**config.mk**
```make
export PLATFORM = sky130hd
export DESIGN_NAME = time_keeper_flat
export DESIGN_NICKNAME = d
export VERILOG_FILES = /design/src/rtl/time_keeper_if.sv /design/src/rtl/time_keeper.sv /design/src/flat_wrapper.sv
export SDC_FILE = /design/constraint.sdc
export NUM_CORES = 1
export LEC_CHECK = 0
export ABC_CLOCK_PERIOD_IN_PS = 2210
export CELL_PAD_IN_SITES_DETAIL_PLACEMENT = 2
export CELL_PAD_IN_SITES_GLOBAL_PLACEMENT = 2
export CORE_MARGIN = 4
export CORE_UTILIZATION = 34
export CTS_BUF_LIST = sky130_fd_sc_hd__clkbuf_2
export DETAILED_ROUTE_END_ITERATION = 10
export PLACE_DENSITY_LB_ADDON = 0.1
export SETUP_SLACK_MARGIN = 0.05
export SLEW_MARGIN = 20
export SYNTH_ARGS = -nofsm -noshare
export SYNTH_HDL_FRONTEND = slang
export SYNTH_SLANG_ARGS = --single-unit
export TNS_END_PERCENT = 10
```
**constraint.sdc**
```tcl
create_clock -name clk -period 2.21 [get_ports clk]
set_clock_uncertainty 0.05 [all_clocks]
set_input_delay 0.442 -clock clk [delete_from_list [all_inputs] [get_ports clk]]
set_output_delay 0.442 -clock clk [all_outputs]
set_load 0.05 [all_outputs]
```
**src/rtl/time_keeper_if.sv**
```systemverilog
// Bundle between the timekeeping core and whoever drives it: mode and
// push-buttons in, BCD digits, setup location and seconds strobe out.
interface time_keeper_if;
    logic [1:0] mode;
    logic       btn_next;
    logic       btn_inc;
    logic [3:0] hoursUpper;
    logic [3:0] hoursLower;
    logic [3:0] minutesUpper;
    logic [3:0] minutesLower;
    logic [3:0] secondsUpper;
    logic [3:0] secondsLower;
    logic [1:0] location;
    logic       sec_pulse;

    // Controller / bench side
    modport master (
        output mode, btn_next, btn_inc,
        input  hoursUpper, hoursLower, minutesUpper, minutesLower,
               secondsUpper, secondsLower, location, sec_pulse
    );

    // Timekeeping core side
    modport slave (
        input  mode, btn_next, btn_inc,
        output hoursUpper, hoursLower, minutesUpper, minutesLower,
               secondsUpper, secondsLower, location, sec_pulse
    );
endinterface

```
**src/rtl/time_keeper.sv**
```systemverilog
// 24-hour BCD timekeeping core. SETUP mode edits HH:MM one digit at a time
// via debounced buttons; every other mode counts seconds from a prescaler.
module time_keeper #(
    parameter int TICKS_PER_SEC = 50_000_000,
    parameter int PRESC_W       = 26
) (
    input  logic         clk,
    input  logic         rst,
    time_keeper_if.slave tk
);

    localparam logic [PRESC_W-1:0] TERM  = PRESC_W'(TICKS_PER_SEC - 1);
    localparam logic [1:0]         SETUP = 2'b00;

    // [0],[1] synchronizer stages, [2] edge register
    logic [2:0] next_sync, inc_sync;
    logic       next_pulse, inc_pulse;

    logic [3:0] hu, hl, mu, ml, su, sl;
    logic [3:0] hu_n, hl_n, mu_n, ml_n, su_n, sl_n;
    logic [1:0] loc;
    logic [PRESC_W-1:0] presc;
    logic       sec_pulse_q;
    logic       tick;

    // Bring the asynchronous button levels into clk and keep one delayed copy
    always_ff @(posedge clk or posedge rst) begin
        if (rst) begin
            next_sync <= '0;
            inc_sync  <= '0;
        end else begin
            next_sync <= {next_sync[1:0], tk.btn_next};
            inc_sync  <= {inc_sync[1:0], tk.btn_inc};
        end
    end

    assign next_pulse = next_sync[1] & ~next_sync[2];
    assign inc_pulse  = inc_sync[1] & ~inc_sync[2];

    // >= keeps the counter from running away if it ever holds a value past terminal
    assign tick = (presc >= TERM);

    // Next-second values: full BCD cascade, out-of-range digits fall back to 0
    always_comb begin
        hu_n = hu; hl_n = hl; mu_n = mu; ml_n = ml; su_n = su; sl_n = sl;
        if (sl >= 4'd9) begin
            sl_n = 4'd0;
            if (su >= 4'd5) begin
                su_n = 4'd0;
                if (ml >= 4'd9) begin
                    ml_n = 4'd0;
                    if (mu >= 4'd5) begin
                        mu_n = 4'd0;
                        if (hu > 4'd2 || (hu == 4'd2 && hl >= 4'd3)) begin
                            hu_n = 4'd0;
                            hl_n = 4'd0;
                        end else if (hl >= 4'd9) begin
                            hu_n = hu + 4'd1;
                            hl_n = 4'd0;
                        end else begin
                            hl_n = hl + 4'd1;
                        end
                    end else begin
                        mu_n = mu + 4'd1;
                    end
                end else begin
                    ml_n = ml + 4'd1;
                end
            end else begin
                su_n = su + 4'd1;
            end
        end else begin
            sl_n = sl + 4'd1;
        end
    end

    // Setup editing or once-per-second counting, depending on mode
    always_ff @(posedge clk or posedge rst) begin
        if (rst) begin
            hu <= '0; hl <= '0; mu <= '0; ml <= '0; su <= '0; sl <= '0;
            loc         <= '0;
            presc       <= '0;
            sec_pulse_q <= 1'b0;
        end else if (tk.mode == SETUP) begin
            presc       <= '0;
            su          <= '0;
            sl          <= '0;
            sec_pulse_q <= 1'b0;
            // inc acts on the current location even when next fires in the same cycle
            if (inc_pulse) begin
                unique case (loc)
                    2'd0: begin
                        if (hu >= 4'd2) begin
                            hu <= 4'd0;
                        end else begin
                            hu <= hu + 4'd1;
                            // 20..23 only: pull hours units down when tens becomes 2
                            if (hu == 4'd1 && hl > 4'd3) hl <= 4'd3;
                        end
                    end
                    2'd1: begin
                        if (hl >= 4'd9 || (hu == 4'd2 && hl >= 4'd3)) hl <= 4'd0;
                        else                                          hl <= hl + 4'd1;
                    end
                    2'd2: mu <= (mu >= 4'd5) ? 4'd0 : mu + 4'd1;
                    2'd3: ml <= (ml >= 4'd9) ? 4'd0 : ml + 4'd1;
                endcase
            end
            if (next_pulse) loc <= loc + 2'd1;
        end else begin
            sec_pulse_q <= tick;
            if (tick) begin
                presc <= '0;
                hu <= hu_n; hl <= hl_n; mu <= mu_n;
                ml <= ml_n; su <= su_n; sl <= sl_n;
            end else begin
                presc <= presc + 1'b1;
            end
        end
    end

    assign tk.hoursUpper   = hu;
    assign tk.hoursLower   = hl;
    assign tk.minutesUpper = mu;
    assign tk.minutesLower = ml;
    assign tk.secondsUpper = su;
    assign tk.secondsLower = sl;
    assign tk.location     = loc;
    assign tk.sec_pulse    = sec_pulse_q;

endmodule

```
**src/flat_wrapper.sv**
```systemverilog
// flat-port wrapper written by rule: the top's interface ports become plain ports
module time_keeper_flat 
#(
    parameter int TICKS_PER_SEC = 50_000_000,
    parameter int PRESC_W       = 26
)
  (clk, rst, tk_mode, tk_btn_next, tk_btn_inc, tk_hoursUpper, tk_hoursLower, tk_minutesUpper, tk_minutesLower, tk_secondsUpper, tk_secondsLower, tk_location, tk_sec_pulse);
  time_keeper_if tk_i ();
  input  logic clk;
  input  logic rst;
  input wire logic [$bits(tk_i.mode)-1:0] tk_mode;
  input wire logic [$bits(tk_i.btn_next)-1:0] tk_btn_next;
  input wire logic [$bits(tk_i.btn_inc)-1:0] tk_btn_inc;
  output wire logic [$bits(tk_i.hoursUpper)-1:0] tk_hoursUpper;
  output wire logic [$bits(tk_i.hoursLower)-1:0] tk_hoursLower;
  output wire logic [$bits(tk_i.minutesUpper)-1:0] tk_minutesUpper;
  output wire logic [$bits(tk_i.minutesLower)-1:0] tk_minutesLower;
  output wire logic [$bits(tk_i.secondsUpper)-1:0] tk_secondsUpper;
  output wire logic [$bits(tk_i.secondsLower)-1:0] tk_secondsLower;
  output wire logic [$bits(tk_i.location)-1:0] tk_location;
  output wire logic [$bits(tk_i.sec_pulse)-1:0] tk_sec_pulse;
  assign tk_i.mode = tk_mode;
  assign tk_i.btn_next = tk_btn_next;
  assign tk_i.btn_inc = tk_btn_inc;
  assign tk_hoursUpper = tk_i.hoursUpper;
  assign tk_hoursLower = tk_i.hoursLower;
  assign tk_minutesUpper = tk_i.minutesUpper;
  assign tk_minutesLower = tk_i.minutesLower;
  assign tk_secondsUpper = tk_i.secondsUpper;
  assign tk_secondsLower = tk_i.secondsLower;
  assign tk_location = tk_i.location;
  assign tk_sec_pulse = tk_i.sec_pulse;
  time_keeper #(.TICKS_PER_SEC(TICKS_PER_SEC), .PRESC_W(PRESC_W)) u_core (.clk(clk), .rst(rst), .tk(tk_i));
endmodule
```
==> flow_summary.yaml <==
sta:
  tightest_slew_ns: 0.5152
  fmax_mhz: 452.9
  min_period_ns: 2.208
  slew_viol_final: 0
  fin_tns_setup_ns: 0
  finalHoldViolCount: 0
  rsz0062_at_grt: "yes"
  fin_crit_sh_pct: 99.90
  max_slew_margin_pct: 65.79
  finalSetupViolations: 0
yosys:
  synth_top_area_share_pct: 43.69
  synth_compound_area_share_pct: 12.96
  syn-cell-area_um2: 3379
  ys_types: 60
  synth_fp_nets: 368
  synthSimpleGateAreaFrac_pct: 21.84
  synth_warnings: 0
  synthXorXnorAreaFrac_pct: 6.220
  yosys.area_share.adder_pct: 8.515
  ys.flop_type: "dfrtp_1"
  synth.mux.area_fraction_pct: 3.332
  async_reset_ff_share_pct: 100.0
  synth-seq-area-share_pct: 43.69
  syn_inst: 339
  yosysTopAreaCell: "dfrtp_1"
  synth_seq_cells: 59
  synth_edf_count: 0
  synth_top_family_by_area: "simple AND/OR/NAND/NOR gates"
  avgSynthCellArea_um2: 9.969
  synth_area_leaders: "dfrtp_1 (44%), ha_1 (8.5%), nor2_1 (4.3%)"
critical_path:
  r2r_start: "u_core.tk.secondsLower[0]"
  required_ns: 2.54
  path_class: "reg2reg"
  worstPathMaxFanout: 6
  cp-start-kind: "flop"
  cp.arrival_ns: 2.53
  startpoint: "u_core.tk.secondsLower[0]"
  cp-end-kind: "flop"
floorplan:
  die_w_um: 107.7
  dieArea_um2: 11600
  dieHeight_um: 107.7
  core_area_um2: 9729
  initial_utilization_pct: 34.74
  io_pins: 33
  core.rowCount: 36
min_path:
  min_path_type: "in2async"
finish:
  n_antenna_cell: 0
  syn2layout_area_growth_pct: 33.02
  drive_gt1_share_pct: 28.28
  stdcell_count: 568
  most-common-layout-cells: "buf_4 (50), dfrtp_1 (50), nor2_1 (38)"
  nets: 459
clock_network:
  insertion_delay_ns: 0.47
  path_clk_slew_ns: 0.18
  cts_buffer_depth: 2
  cts_buffers: 9
  clock-sinks: 59
  cts_hold_buf: 0
  h-tree-depth: 3
  cts_tree: "yes"
  root_buffer: "clkbuf_2"
grt:
  grt_max_degree: 60
  grt-ovfl-total: 0
  grt_pass1_vias: 3309
  antenna_found_initial: 0
  grt_pass1_wl_um: 16190
  grtUsageTotal_pct: 17.68
power_and_ir_drop:
  power_density_nw_per_um2: 845.7
  peakVddDrop_v: 0.0003547
  leakagePower_nw: 2.209
routing:
  wl_um: 9795
  firstDrtPassIters: 4
  drtAntennaViolNets: 0
  drc: 0
  wl_per_cell_um: 17.24
  via_per_inst: 5.062
  drtIter0Drc: 46
  vias: 2875
placed_design:
  place.detailed.hpwl_um: 7169
  place_congestion: 0.7477
  io_buffer_count: 32
  placed_cells: 547
run_status:
  status: "complete, no violations"
flow_run:
  max_cap_violations: 0
[per-layer routing]
metal / up-vias / GRT usage (%) / share of wire [%]
met5: - / 0 / 0
li1: 1369 / - / -
met1: 1466 / 20.39 / 43
met3: 7 / 2.460 / 2.2
met4: 0 / 6.041 / 0.92
met2: 33 / 33.13 / 54
[worst paths after layout]
path	end	slack (ns)	cells past startpoint
worst max-delay path	u_core.tk.hoursLower[0]	0.002	8
worst min-delay path	u_core.presc[20]	0.27	3
worst max register to register	u_core.tk.hoursLower[0]	0.002	8
worst min register to register	u_core.next_sync[1]	0.32	0
max in group asynchronous	u_core.tk.hoursUpper[0]	1.55	3
min in group clk	u_core.next_sync[1]	0.32	0
[sequential cells by signal (all words and copies together) (netlist names)]
register,flops
u_core.tk.minutesLower,4
u_core.tk.location,2
u_core.presc,26
u_core.tk.secondsUpper,4
u_core.tk.hoursLower,4
u_core.tk.secondsLower,4
u_core.tk.sec_pulse,1
u_core.tk.minutesUpper,4
u_core.next_sync,3
u_core.inc_sync,3
u_core.tk.hoursUpper,4
[where the power goes]
group | switching [mW] | leakage (nW) | internal, mW | total [mW]
registers | 0.152 | 0.761 | 1.23 | 1.38
logic | 1.02 | 1.37 | 0.593 | 1.61
clock network | 0.425 | 0.0819 | 0.381 | 0.805
total | 1.60 | 2.21 | 2.21 | 3.80
[stage by stage]
stage	util, %	power [mW]	worst slack [ns]	cell area [um^2]	hold WS, ns
6_report	46.21	3.802	0.002239	4496	0.2700
5_1_grt	46.21	4.076	-0.09209	4496	0.2428
4_1_cts	45.15	3.821	-0.001077	4393	0.2281
3_5_place_dp	43.76	3.067	-0.3469	4258	0.2871
3_3_place_gp	43.76	2.975	-0.2951	4258	0.2926
2_1_floorplan	-	2.372	-0.1029	3405	0.2812
[final cells by class]
class                   instances  area (um^2)
clock buffers                  11        55.05
clock inverters                 5        77.57
fillers                      1101         5234
inverters                      24        90.09
multi-input cells             250         1902
flip-flops and latches         59         1488
well taps                     133        166.4
repair buffers                 86        716.9
[what timing repair did]
action	4_1_cts	5_1_grt
endpoints found under the setup margin	49	17
resized for setup	37	18
pin swaps	1	8
buffers inserted	0	6
[cells by family after synthesis]
group                      after synthesis
AOI/OAI and AO/OA                       52
muxes                                   10
and+or+nand+nor                        141
buffers and inverters                   30
adders and majority gates               23
xor gates and xnor gates                24
DFF                                     59
[critical path: stages (launching register included)]
cell and delay (ns):
dfrtp_2 0.44, inv_2 0.07, ha_4 0.15, or3b_4 0.23, a21oi_4 0.06, or2_4 0.27, a211oi_4 0.30, o21a_2 0.25
mux2_4 0.30
[cells in the mapped netlist (all sizes together) (4+ instances only)]
master   n
nand2   28
nor2    40
mux2     4
and3    13
inv     24
nand2b   5
xnor2    8
mux2i    6
nor3     6
xor2    16
o21ai   10
ha      23
nor4     4
a21oi   10
dfrtp   59
nand3   17
nand4   10
and2     4
Note: power is estimated with default switching activity, not from simulation.
